**config.mk**
```make
export PLATFORM = sky130hd
export DESIGN_NAME = mem_ctrl_flat
export DESIGN_NICKNAME = d
export VERILOG_FILES = /design/src/rtl/mem_ctrl_if.sv /design/src/rtl/mem_ctrl.sv /design/src/flat_wrapper.sv
export SDC_FILE = /design/constraint.sdc
export NUM_CORES = 1
export LEC_CHECK = 0
export BUFFER_PORTS_ARGS = -buffer_cell sky130_fd_sc_hd__buf_2
export CORE_MARGIN = 2
export CORE_UTILIZATION = 50
export CTS_CLUSTER_SIZE = 8
export DETAILED_ROUTE_END_ITERATION = 8
export PLACE_DENSITY = 0.76
export REMOVE_ABC_BUFFERS = 1
export SLEW_MARGIN = 0
export SYNTH_ARGS = -nofsm -noshare
export SYNTH_HDL_FRONTEND = slang
export SYNTH_SLANG_ARGS = --single-unit
```
**constraint.sdc**
```tcl
create_clock -name clk -period 4.3 [get_ports clk]
set_input_delay 0.43 -clock clk [delete_from_list [all_inputs] [get_ports clk]]
set_output_delay 0.43 -clock clk [all_outputs]
set_load 0.01 [all_outputs]
```
**src/rtl/mem_ctrl_if.sv**
```systemverilog
`default_nettype none
// +----------------------------------------------------------------------+
// | mem_ctrl_if : request/response stream and memory pin bundle          |
// | Revision    : 1.0                                                    |
// +----------------------------------------------------------------------+
interface mem_ctrl_if #(
  parameter int AW   = 8,
  parameter int DW   = 16,
  parameter int LENW = 4
);
  logic            req_valid;
  logic            req_ready;
  logic            req_we;
  logic [AW-1:0]   req_addr;
  logic [LENW-1:0] req_len;
  logic [DW-1:0]   req_wdata;
  logic            rsp_valid;
  logic            rsp_ready;
  logic [DW-1:0]   rsp_data;
  logic            rsp_last;
  logic            mem_we;
  logic [AW-1:0]   mem_addr;
  logic [DW-1:0]   mem_din;
  logic [DW-1:0]   mem_dout;

  // Environment side: execution unit plus the memory array.
  modport master (
    output req_valid, req_we, req_addr, req_len, req_wdata, rsp_ready, mem_dout,
    input  req_ready, rsp_valid, rsp_data, rsp_last, mem_we, mem_addr, mem_din
  );

  // Controller side.
  modport slave (
    input  req_valid, req_we, req_addr, req_len, req_wdata, rsp_ready, mem_dout,
    output req_ready, rsp_valid, rsp_data, rsp_last, mem_we, mem_addr, mem_din
  );
endinterface
`default_nettype wire

```
**src/rtl/mem_ctrl.sv**
```systemverilog
`default_nettype none
// +----------------------------------------------------------------------+
// | mem_ctrl : burst read / fill controller for a synchronous memory     |
// | Optional : MEM_CTRL_STATS_EN adds saturating rd_count / wr_count     |
// | Revision : 1.0                                                       |
// +----------------------------------------------------------------------+
module mem_ctrl #(
  parameter int AW   = 8,
  parameter int DW   = 16,
  parameter int LENW = 4
) (
  input  wire         clk,
  input  wire         reset_n,
  mem_ctrl_if.slave   bus,
  output logic        busy
`ifdef MEM_CTRL_STATS_EN
  ,
  output logic [15:0] rd_count,
  output logic [15:0] wr_count
`endif
);

  typedef enum logic [1:0] {
    IDLE  = 2'd0,
    WRITE = 2'd1,
    READ  = 2'd2
  } state_t;

  state_t              state_q, state_d;
  logic [AW-1:0]       mem_addr_q, mem_addr_d;
  logic [DW-1:0]       mem_din_q, mem_din_d;
  logic                mem_we_q, mem_we_d;
  logic [LENW-1:0]     cnt_q, cnt_d;
  logic                inflight_q, inflight_d;
  logic                infl_last_q, infl_last_d;
  logic [1:0][DW:0]    fifo_q, fifo_d;
  logic                wr_ptr_q, wr_ptr_d;
  logic                rd_ptr_q, rd_ptr_d;
  logic [1:0]          count_q, count_d;

  logic                w_pop;
  logic                w_push;
  logic                w_accept;
  logic [2:0]          w_occ;
  logic                w_issue;

  assign bus.req_ready = (state_q == IDLE) && (count_q == 2'd0) && !inflight_q;
  assign bus.rsp_valid = (count_q != 2'd0);
  assign bus.rsp_data  = fifo_q[rd_ptr_q][DW-1:0];
  assign bus.rsp_last  = bus.rsp_valid && fifo_q[rd_ptr_q][DW];
  assign bus.mem_we    = mem_we_q;
  assign bus.mem_addr  = mem_addr_q;
  assign bus.mem_din   = mem_din_q;
  assign busy          = (state_q != IDLE) || (count_q != 2'd0);

  always_comb begin
    state_d     = state_q;
    mem_addr_d  = mem_addr_q;
    mem_din_d   = mem_din_q;
    mem_we_d    = 1'b0;
    cnt_d       = cnt_q;
    inflight_d  = 1'b0;
    infl_last_d = 1'b0;
    fifo_d      = fifo_q;
    wr_ptr_d    = wr_ptr_q;
    rd_ptr_d    = rd_ptr_q;

    w_pop    = bus.rsp_valid && bus.rsp_ready;
    w_push   = inflight_q;
    w_accept = bus.req_valid && bus.req_ready;
    // Words already buffered or on their way, after this edge's pop.
    w_occ    = {1'b0, count_q} + {2'b00, inflight_q} - {2'b00, w_pop};
    w_issue  = (state_q == READ) && (w_occ < 3'd2);

    case (state_q)
      IDLE: begin
        if (w_accept) begin
          mem_addr_d = bus.req_addr;
          cnt_d      = bus.req_len;
          if (bus.req_we) begin
            mem_we_d  = 1'b1;
            mem_din_d = bus.req_wdata;
            state_d   = WRITE;
          end else begin
            state_d   = READ;
          end
        end
      end
      WRITE: begin
        if (cnt_q == '0) begin
          state_d = IDLE;
        end else begin
          mem_we_d   = 1'b1;
          mem_addr_d = mem_addr_q + AW'(1);
          cnt_d      = cnt_q - LENW'(1);
        end
      end
      READ: begin
        // The memory samples mem_addr_q at this edge; its data returns next edge.
        if (w_issue) begin
          inflight_d  = 1'b1;
          infl_last_d = (cnt_q == '0);
          if (cnt_q == '0) begin
            state_d = IDLE;
          end else begin
            mem_addr_d = mem_addr_q + AW'(1);
            cnt_d      = cnt_q - LENW'(1);
          end
        end
      end
      default: state_d = IDLE;
    endcase

    if (w_push) begin
      fifo_d[wr_ptr_q] = {infl_last_q, bus.mem_dout};
      wr_ptr_d         = ~wr_ptr_q;
    end
    if (w_pop) begin
      rd_ptr_d = ~rd_ptr_q;
    end
    count_d = count_q + {1'b0, w_push} - {1'b0, w_pop};
  end

  always_ff @(posedge clk or negedge reset_n) begin
    if (!reset_n) begin
      state_q     <= IDLE;
      mem_addr_q  <= '0;
      mem_din_q   <= '0;
      mem_we_q    <= 1'b0;
      cnt_q       <= '0;
      inflight_q  <= 1'b0;
      infl_last_q <= 1'b0;
      fifo_q      <= '0;
      wr_ptr_q    <= 1'b0;
      rd_ptr_q    <= 1'b0;
      count_q     <= 2'd0;
    end else begin
      state_q     <= state_d;
      mem_addr_q  <= mem_addr_d;
      mem_din_q   <= mem_din_d;
      mem_we_q    <= mem_we_d;
      cnt_q       <= cnt_d;
      inflight_q  <= inflight_d;
      infl_last_q <= infl_last_d;
      fifo_q      <= fifo_d;
      wr_ptr_q    <= wr_ptr_d;
      rd_ptr_q    <= rd_ptr_d;
      count_q     <= count_d;
    end
  end

`ifdef MEM_CTRL_STATS_EN
  logic [15:0] rd_count_q, rd_count_d;
  logic [15:0] wr_count_q, wr_count_d;

  always_comb begin
    rd_count_d = rd_count_q;
    wr_count_d = wr_count_q;
    if (inflight_q && (rd_count_q != 16'hFFFF)) begin
      rd_count_d = rd_count_q + 16'd1;
    end
    if (mem_we_q && (wr_count_q != 16'hFFFF)) begin
      wr_count_d = wr_count_q + 16'd1;
    end
  end

  always_ff @(posedge clk or negedge reset_n) begin
    if (!reset_n) begin
      rd_count_q <= 16'd0;
      wr_count_q <= 16'd0;
    end else begin
      rd_count_q <= rd_count_d;
      wr_count_q <= wr_count_d;
    end
  end

  assign rd_count = rd_count_q;
  assign wr_count = wr_count_q;
`endif

endmodule
`default_nettype wire

```
**src/flat_wrapper.sv**
```systemverilog
// flat-port wrapper written by rule: the top's interface ports become plain ports
module mem_ctrl_flat 
#(
  parameter int AW   = 8,
  parameter int DW   = 16,
  parameter int LENW = 4
)
  (clk, reset_n, busy, bus_req_valid, bus_req_we, bus_req_addr, bus_req_len, bus_req_wdata, bus_rsp_ready, bus_mem_dout, bus_req_ready, bus_rsp_valid, bus_rsp_data, bus_rsp_last, bus_mem_we, bus_mem_addr, bus_mem_din);
  mem_ctrl_if #(.AW(AW), .DW(DW), .LENW(LENW)) bus_i ();
  input  wire clk;
  input  wire reset_n;
  output logic busy;
  input wire logic [$bits(bus_i.req_valid)-1:0] bus_req_valid;
  input wire logic [$bits(bus_i.req_we)-1:0] bus_req_we;
  input wire logic [$bits(bus_i.req_addr)-1:0] bus_req_addr;
  input wire logic [$bits(bus_i.req_len)-1:0] bus_req_len;
  input wire logic [$bits(bus_i.req_wdata)-1:0] bus_req_wdata;
  input wire logic [$bits(bus_i.rsp_ready)-1:0] bus_rsp_ready;
  input wire logic [$bits(bus_i.mem_dout)-1:0] bus_mem_dout;
  output wire logic [$bits(bus_i.req_ready)-1:0] bus_req_ready;
  output wire logic [$bits(bus_i.rsp_valid)-1:0] bus_rsp_valid;
  output wire logic [$bits(bus_i.rsp_data)-1:0] bus_rsp_data;
  output wire logic [$bits(bus_i.rsp_last)-1:0] bus_rsp_last;
  output wire logic [$bits(bus_i.mem_we)-1:0] bus_mem_we;
  output wire logic [$bits(bus_i.mem_addr)-1:0] bus_mem_addr;
  output wire logic [$bits(bus_i.mem_din)-1:0] bus_mem_din;
  assign bus_i.req_valid = bus_req_valid;
  assign bus_i.req_we = bus_req_we;
  assign bus_i.req_addr = bus_req_addr;
  assign bus_i.req_len = bus_req_len;
  assign bus_i.req_wdata = bus_req_wdata;
  assign bus_i.rsp_ready = bus_rsp_ready;
  assign bus_i.mem_dout = bus_mem_dout;
  assign bus_req_ready = bus_i.req_ready;
  assign bus_rsp_valid = bus_i.rsp_valid;
  assign bus_rsp_data = bus_i.rsp_data;
  assign bus_rsp_last = bus_i.rsp_last;
  assign bus_mem_we = bus_i.mem_we;
  assign bus_mem_addr = bus_i.mem_addr;
  assign bus_mem_din = bus_i.mem_din;
  mem_ctrl #(.AW(AW), .DW(DW), .LENW(LENW)) u_core (.clk(clk), .reset_n(reset_n), .bus(bus_i), .busy(busy));
endmodule
```
# Yosys cells after proc, flatten, opt, wreduce, memory -nomap -nowiden
# Cells that the tools add are included.
[op_classes]
n_addsub = 6
mul = 0
div = 0
order_cmp = 4
n_eq_ne = 4
n_shift = 0
muxes = 26
bitwise = 2
reduce_logical = 18
[ops]
columns = ["operator", "n"]
rows = [
  ["2-to-1 mux 17 bit", 3],
  ["bitwise mux 34 bit", 1],
  ["2-to-1 mux 8 bit", 3],
  ["one-hot mux 8 bit (3 select lines)", 1],
  ["demux 17 bit (select 1 bit)", 1],
  ["2-to-1 mux 4 bit", 3],
  ["one-hot mux 4 bit (3 select lines)", 1],
  ["adder 8 x 1 -> 8 bit (second input constant)", 1],
  ["2-to-1 mux 2 bit", 4],
  ["logical AND 1 bit", 7],
  ["2-to-1 mux 1 bit", 7],
  ["one-hot mux 2 bit (3 select lines)", 1],
  ["AND reduction 3 bit", 2],
  ["logical NOT 2 bit", 2],
  ["logical NOT 4 bit", 1],
  ["< comparator 1 x 2 -> 1 bit (second input constant)", 2],
  ["inequality test 2 x 1 -> 1 bit (second input constant)", 2],
  ["nonzero test 2 bit", 2],
  ["subtractor 4 x 1 -> 4 bit (second input constant)", 1],
  ["adder 2 x 1 -> 3 bit", 1],
  ["< comparator 3 x 2 -> 1 bit (second input constant)", 1],
  ["nonzero test 3 bit", 1],
  ["subtractor 3 x 1 -> 3 bit", 1],
  ["adder 2 x 1 -> 2 bit", 1],
  ["9 further kinds", 10],
]
[totals]
ff_bits = 71
latchBits = 0
ramBits = 0
rom_bits = 0
in_bits = 49
elab_cells = 72
mem_count = 0

# Depth between registers and ports, before layout
[logic_depth]
depth_word = 7
mapped_depth = 11

# Worst setup path after synthesis
# OpenSTA, ideal clock, no wires.
[synth_path]
path_kind = "register to register"
from = "register u_core.count_q[1]"
to = "register u_core.mem_addr_q[2] (netlist: u_core.bus.mem_addr[2])"
setup_time_ns = 0.071
arrival_ns = 2.593
t_required_ns = 4.229
path_slack_ns = 1.636
stages_incl_launch_ff = 12
n_path_buf = 1
period_less_slack_ns = 2.664
cell_sequence = "dfrtp_1 nor2_1 nor2b_1 ha_1 inv_1 ha_1 fa_1 xnor2_1 o21a_1 buf_6 or4_1 nand4_1"
[synth_via]
elab_chain_cells = 7
elab_cells_between_ends = 13
[synth_lines]
columns = ["item", "line", "rtl"]
rows = [
  ["from (decl)", "mem_ctrl.sv:39", "logic [1:0] count_q, count_d;"],
  ["from (signal assigned)", "mem_ctrl.sv:148", "count_q <= count_d;"],
  ["nonzero test 2 bit", "mem_ctrl.sv:48", "assign bus.rsp_valid = (count_q != 2'd0);"],
  ["logical AND 1 bit", "mem_ctrl.sv:68", "w_pop = bus.rsp_valid && bus.rsp_ready;"],
  ["via u_core.w_pop", "mem_ctrl.sv:41", "logic w_pop;"],
  ["subtractor 3 x 1 -> 3 bit", "mem_ctrl.sv:72", "w_occ = {1'b0, count_q} + {2'b00, inflight_q} - {2'b00, w_pop};"],
  ["< comparator 3 x 2 -> 1 bit", "mem_ctrl.sv:73", "w_issue = (state_q == READ) && (w_occ < 3'd2);"],
  ["logical AND 1 bit", "mem_ctrl.sv:73", ""],
  ["inequality test 2 x 1 -> 1 bit (no source line)", "n/a", ""],
  ["AND reduction 3 bit (no source line)", "n/a", ""],
  ["to (signal assigned)", "mem_ctrl.sv:139", "mem_addr_q <= mem_addr_d;"],
  ["to (decl)", "mem_ctrl.sv:30", "logic [AW-1:0] mem_addr_q, mem_addr_d;"],
]
# The timed path passes the listed nets, and every way through them passes these cells.
# A chain may end at the register's enable or synchronous reset.

# Worst setup path after layout
[layout_path]
from = "register u_core.count_q[1]"
to = "register u_core.mem_addr_q[5] (netlist: u_core.bus.mem_addr[5])"
# The elaborated chain is that of the path after synthesis.

==> metrics.md <==
| Metric | Value |
|---|---|
| Top area cells in the synthesized netlist | dfrtp_1 (52%), mux2_2 (19%), mux2_4 (3.9%), mux2i_1 (2.9%), ha_1 (2.6%) |
| WL final | 6500 um |
| Sw Pwr | 0.00123 W |
| Critical path launch point type | register |
| Top Ports | 94 |
| Arr. time, crit path | 3.17 ns |
| Worst path max stage delay | 0.43 ns |
| Clock root cell | clkbuf_8 |
| DRC viols | 0 |
| Diodes inserted | 0 |
| Most numerous cell on the critical path | ha_1 |
| Pin count of the biggest net entering global routing | 49 |
| MaxCap Viol Count | 0 |
| Fin. Hold Viols | 0 |
| Inserted Clock Buffers | 9 |
| Min Tclk post-route | 2.95 ns |
| Final Instance Area | 4120 um^2 |
| CORE AREA | 6720 um^2 |
| Internal | 0.00209 W |
| Final Setup Violations | 0 |
| Yosys top cell area share | 51.9% |
| Sw Share | 37.1% |
| Gpl congestion | 0.777 |
| Ratio of cells with drive above 1 in the final layout | 49.7% |
| Leak pwr | 2.04 nW |
| WL/cell | 14.7 um |
| CP max-delay cell | dfrtp_1 |
| Gate power share | 47.0% |
| Total grt overflow | 0 |
| Final worst-path setup slack | 1.35 ns |
| Total power | 0.00331 W |
| Starting DRT DRC Count | 67 |
| First-pass GRT wire length | 10900 um |
| Multi-input logic area | 1510 um^2 |
| Crit-path cells | nor2_1 -> nor2b_1 -> ha_1 -> inv_1 -> ha_1 -> fa_1 -> xnor2_1 -> o21a_1 -> nor3_2 -> a221oi_1 |
| # hold bufs at CTS | 0 |
| Final Cycle Share | 68.6% |
| Reg area | 1780 um^2 |
| Clock latency on the worst-skew pair | 0.34 ns |
| Vias/cell | 5.42 |
| Clk pwr share | 15.7% |
| Seq/Total Area, Yosys | 51.9% |
| Synth warn | 0 |
| Max Freq | 339 MHz |
| Fin Clk Skew | 0.0127 ns |
| Pre-CTS worst setup slack | 1.35 ns |
| Die area | 7520 um^2 |
| Syn Area/Cell | 13.1 um^2 |
| CTS Buffer Depth | 2 |
| Tightest Pin Transition | 1.06 ns |
| Main synth FF type | dfrtp_1 |
| Rel. slew slack | 29.6% |
| CTS clk-pin slew, worst paths | 0.07 ns |
| Fin. max-slew vios | 0 |
| Port Buffers | 93 |
| # clock sinks | 71 |
| Setup tns final | 0 ns |
| Yosys reg bits | 71 |
| Post-Syn Instances | 262 |
| CTS tree | yes |
| Initial Util | 50.9% |
| Netlist Area Pre-Place | 3420 um^2 |
| Crit. Startpoint | u_core.count_q[1]$_DFF_PN0_ |
| FFs w/ async S/R, synth | 100% |
| Resize count post-CTS | 0 |
| Die Y-Extent | 86.7 um |
| Fillers | 551 |
| Vias | 2397 |
| Crit-path max FO | 10 |
| Vias in the first global route | 2429 |
| Setup Fix Bufs, Post-CTS | 0 |
| Final Core Density | 61.3% |
| Area growth, synth to finish | 20.3% |
| Sequential power share | 37.3% |
| Power per standard cell area | 805 nW/um^2 |
| FP Rows | 30 |
| Post-synth EDFFs | 0 |
| DP Area | 3930 um^2 |
| All-layer global routing usage | 18.1% |
| RSZ-0062 raised after global routing | false |
| HP Class | input pin to asynchronous set/reset pin |
| CTS H-tree depth | 3 |
| HPWL Detailed | 4520 um |
| Kind of critical path | register to register |
| Peak supply drop | 0.413 mV |
| Die X | 86.7 um |
| Crit Reg-Reg Startpoint | u_core.count_q[1]$_DFF_PN0_ |
| DRT Pass-1 Iters | 4 |
| Final net count | 414 |
| CP required | 4.52 ns |
| Initial antenna violation count | 0 |
| Routed Antenna Nets | 0 |
| Largest area contributor in the netlist | dfrtp_1 |
| Netlist cell types | 49 |
| Critical path endpoint category | register |
| Status | finished, final reports clean |
[state kept, by name, summed over array words and instances (netlist names)]
signal               count
u_core.rd_ptr_q          1
u_core.bus.mem_we        1
u_core.state_q           2
u_core.fifo_q           34
u_core.inflight_q        1
u_core.infl_last_q       1
u_core.wr_ptr_q          1
u_core.bus.mem_din      16
u_core.bus.mem_addr      8
u_core.count_q           2
u_core.cnt_q             4
[power by group through the flow]
| stage | logic (W) | registers [W] | clock network, W |
|---|---|---|---|
| after floorplan | 0.00107 | 0.00125 | 0 |
| after global placement | 0.00154 | 0.00123 | 0 |
| after detailed placement | 0.00157 | 0.00125 | 0 |
| after CTS | 0.00157 | 0.00124 | 0.000535 |
| after global routing | 0.00173 | 0.00129 | 0.000554 |
| final | 0.00156 | 0.00124 | 0.000520 |
[cell usage in the layout, fill, tap and decap left out, drive strengths merged, types with 3 or more instances in the layout]
cell,instances
mux2,66
nand3,4
a21oi,6
a221oi,6
buf,94
clkbuf,13
mux2i,10
nor2,7
ha,7
o21ai,6
and3,4
nand2,9
inv,18
nor3,3
nand4,3
a21o,3
dfrtp,71
[synth_stat cells, types with 2 or more instances]
cell type	count
a21o_1	2
a21oi_1	6
a221oi_1	6
and3_1	4
buf_2	2
buf_6	2
clkbuf_1	4
dfrtp_1	71
ha_1	7
inv_1	18
mux2_2	57
mux2_4	9
mux2i_1	10
nand2_1	9
nand3_1	4
nand4_1	3
nor2_1	6
nor2b_1	2
nor3_1	2
o21a_1	2
o21ai_0	5
o31ai_1	2
o32ai_1	2
xor2_1	2
[final timing paths]
| path | endpoint | slack (ns) | cells past startpoint |
|---|---|---|---|
| min reg2reg | u_core.fifo_q[30]$_DFFE_PN0P_ | 0.50 | 1 |
| max in group asynchronous | u_core.fifo_q[31]$_DFFE_PN0P_ | 3.12 | 2 |
| min in group clk | u_core.bus.mem_din[5]$_DFFE_PN0P_ | 0.32 | 2 |
| max reg2reg | u_core.bus.mem_addr[5]$_DFFE_PN0P_ | 1.35 | 10 |
| min | u_core.fifo_q[18]$_DFFE_PN0P_ | 0.28 | 1 |
| max | u_core.bus.mem_addr[5]$_DFFE_PN0P_ | 1.35 | 10 |
[worst max-delay path: cells and delay by family (launching register included)]
kind / cells / cell delay [ns]
fa+ha+maj: 3 / 0.88
xor+xnor: 1 / 0.28
simple gates: 3 / 0.44
compound gates: 2 / 0.77
buf+inv: 1 / 0.04
flops: 1 / 0.43
[metal layers]
metal  GRT usage (%)  up-vias  part of all wire (%)
met4            4.69        0                  0.89
met1            22.8     1167                    44
met3            3.71        7                   5.9
met2            31.8       85                    49
met5               0        -                     0
li1                -     1138                     -
[cell families after synthesis]
group	Yosys count	synth area share, %
adder cells (fa/ha/maj)	8	3.14
XOR/XNOR	3	0.768
AO/OA/AOI/OAI	33	7.06
AND/OR/NAND/NOR	43	7.42
buffers and inverters	28	4.06
flip-flops	71	51.9
multiplexers	76	25.6
[metrics by stage]
step / cells / hold slack [ns]
6_report: 442 / 0.285
5_1_grt: 442 / 0.314
4_1_cts: 442 / 0.311
3_5_place_dp: 426 / 0.488
3_3_place_gp: 426 / 0.481
2_1_floorplan: 252 / 0.134
[final cells by class]
class | count | area share (%)
well taps | 80 | 2.43
inverters | 18 | 1.64
multi-input cells | 163 | 36.6
clock buffers | 13 | 3.62
repair buffers | 94 | 11.5
clock inverters | 3 | 1.03
flip-flops and latches | 71 | 43.1
(Power assumes the default switching activity.)
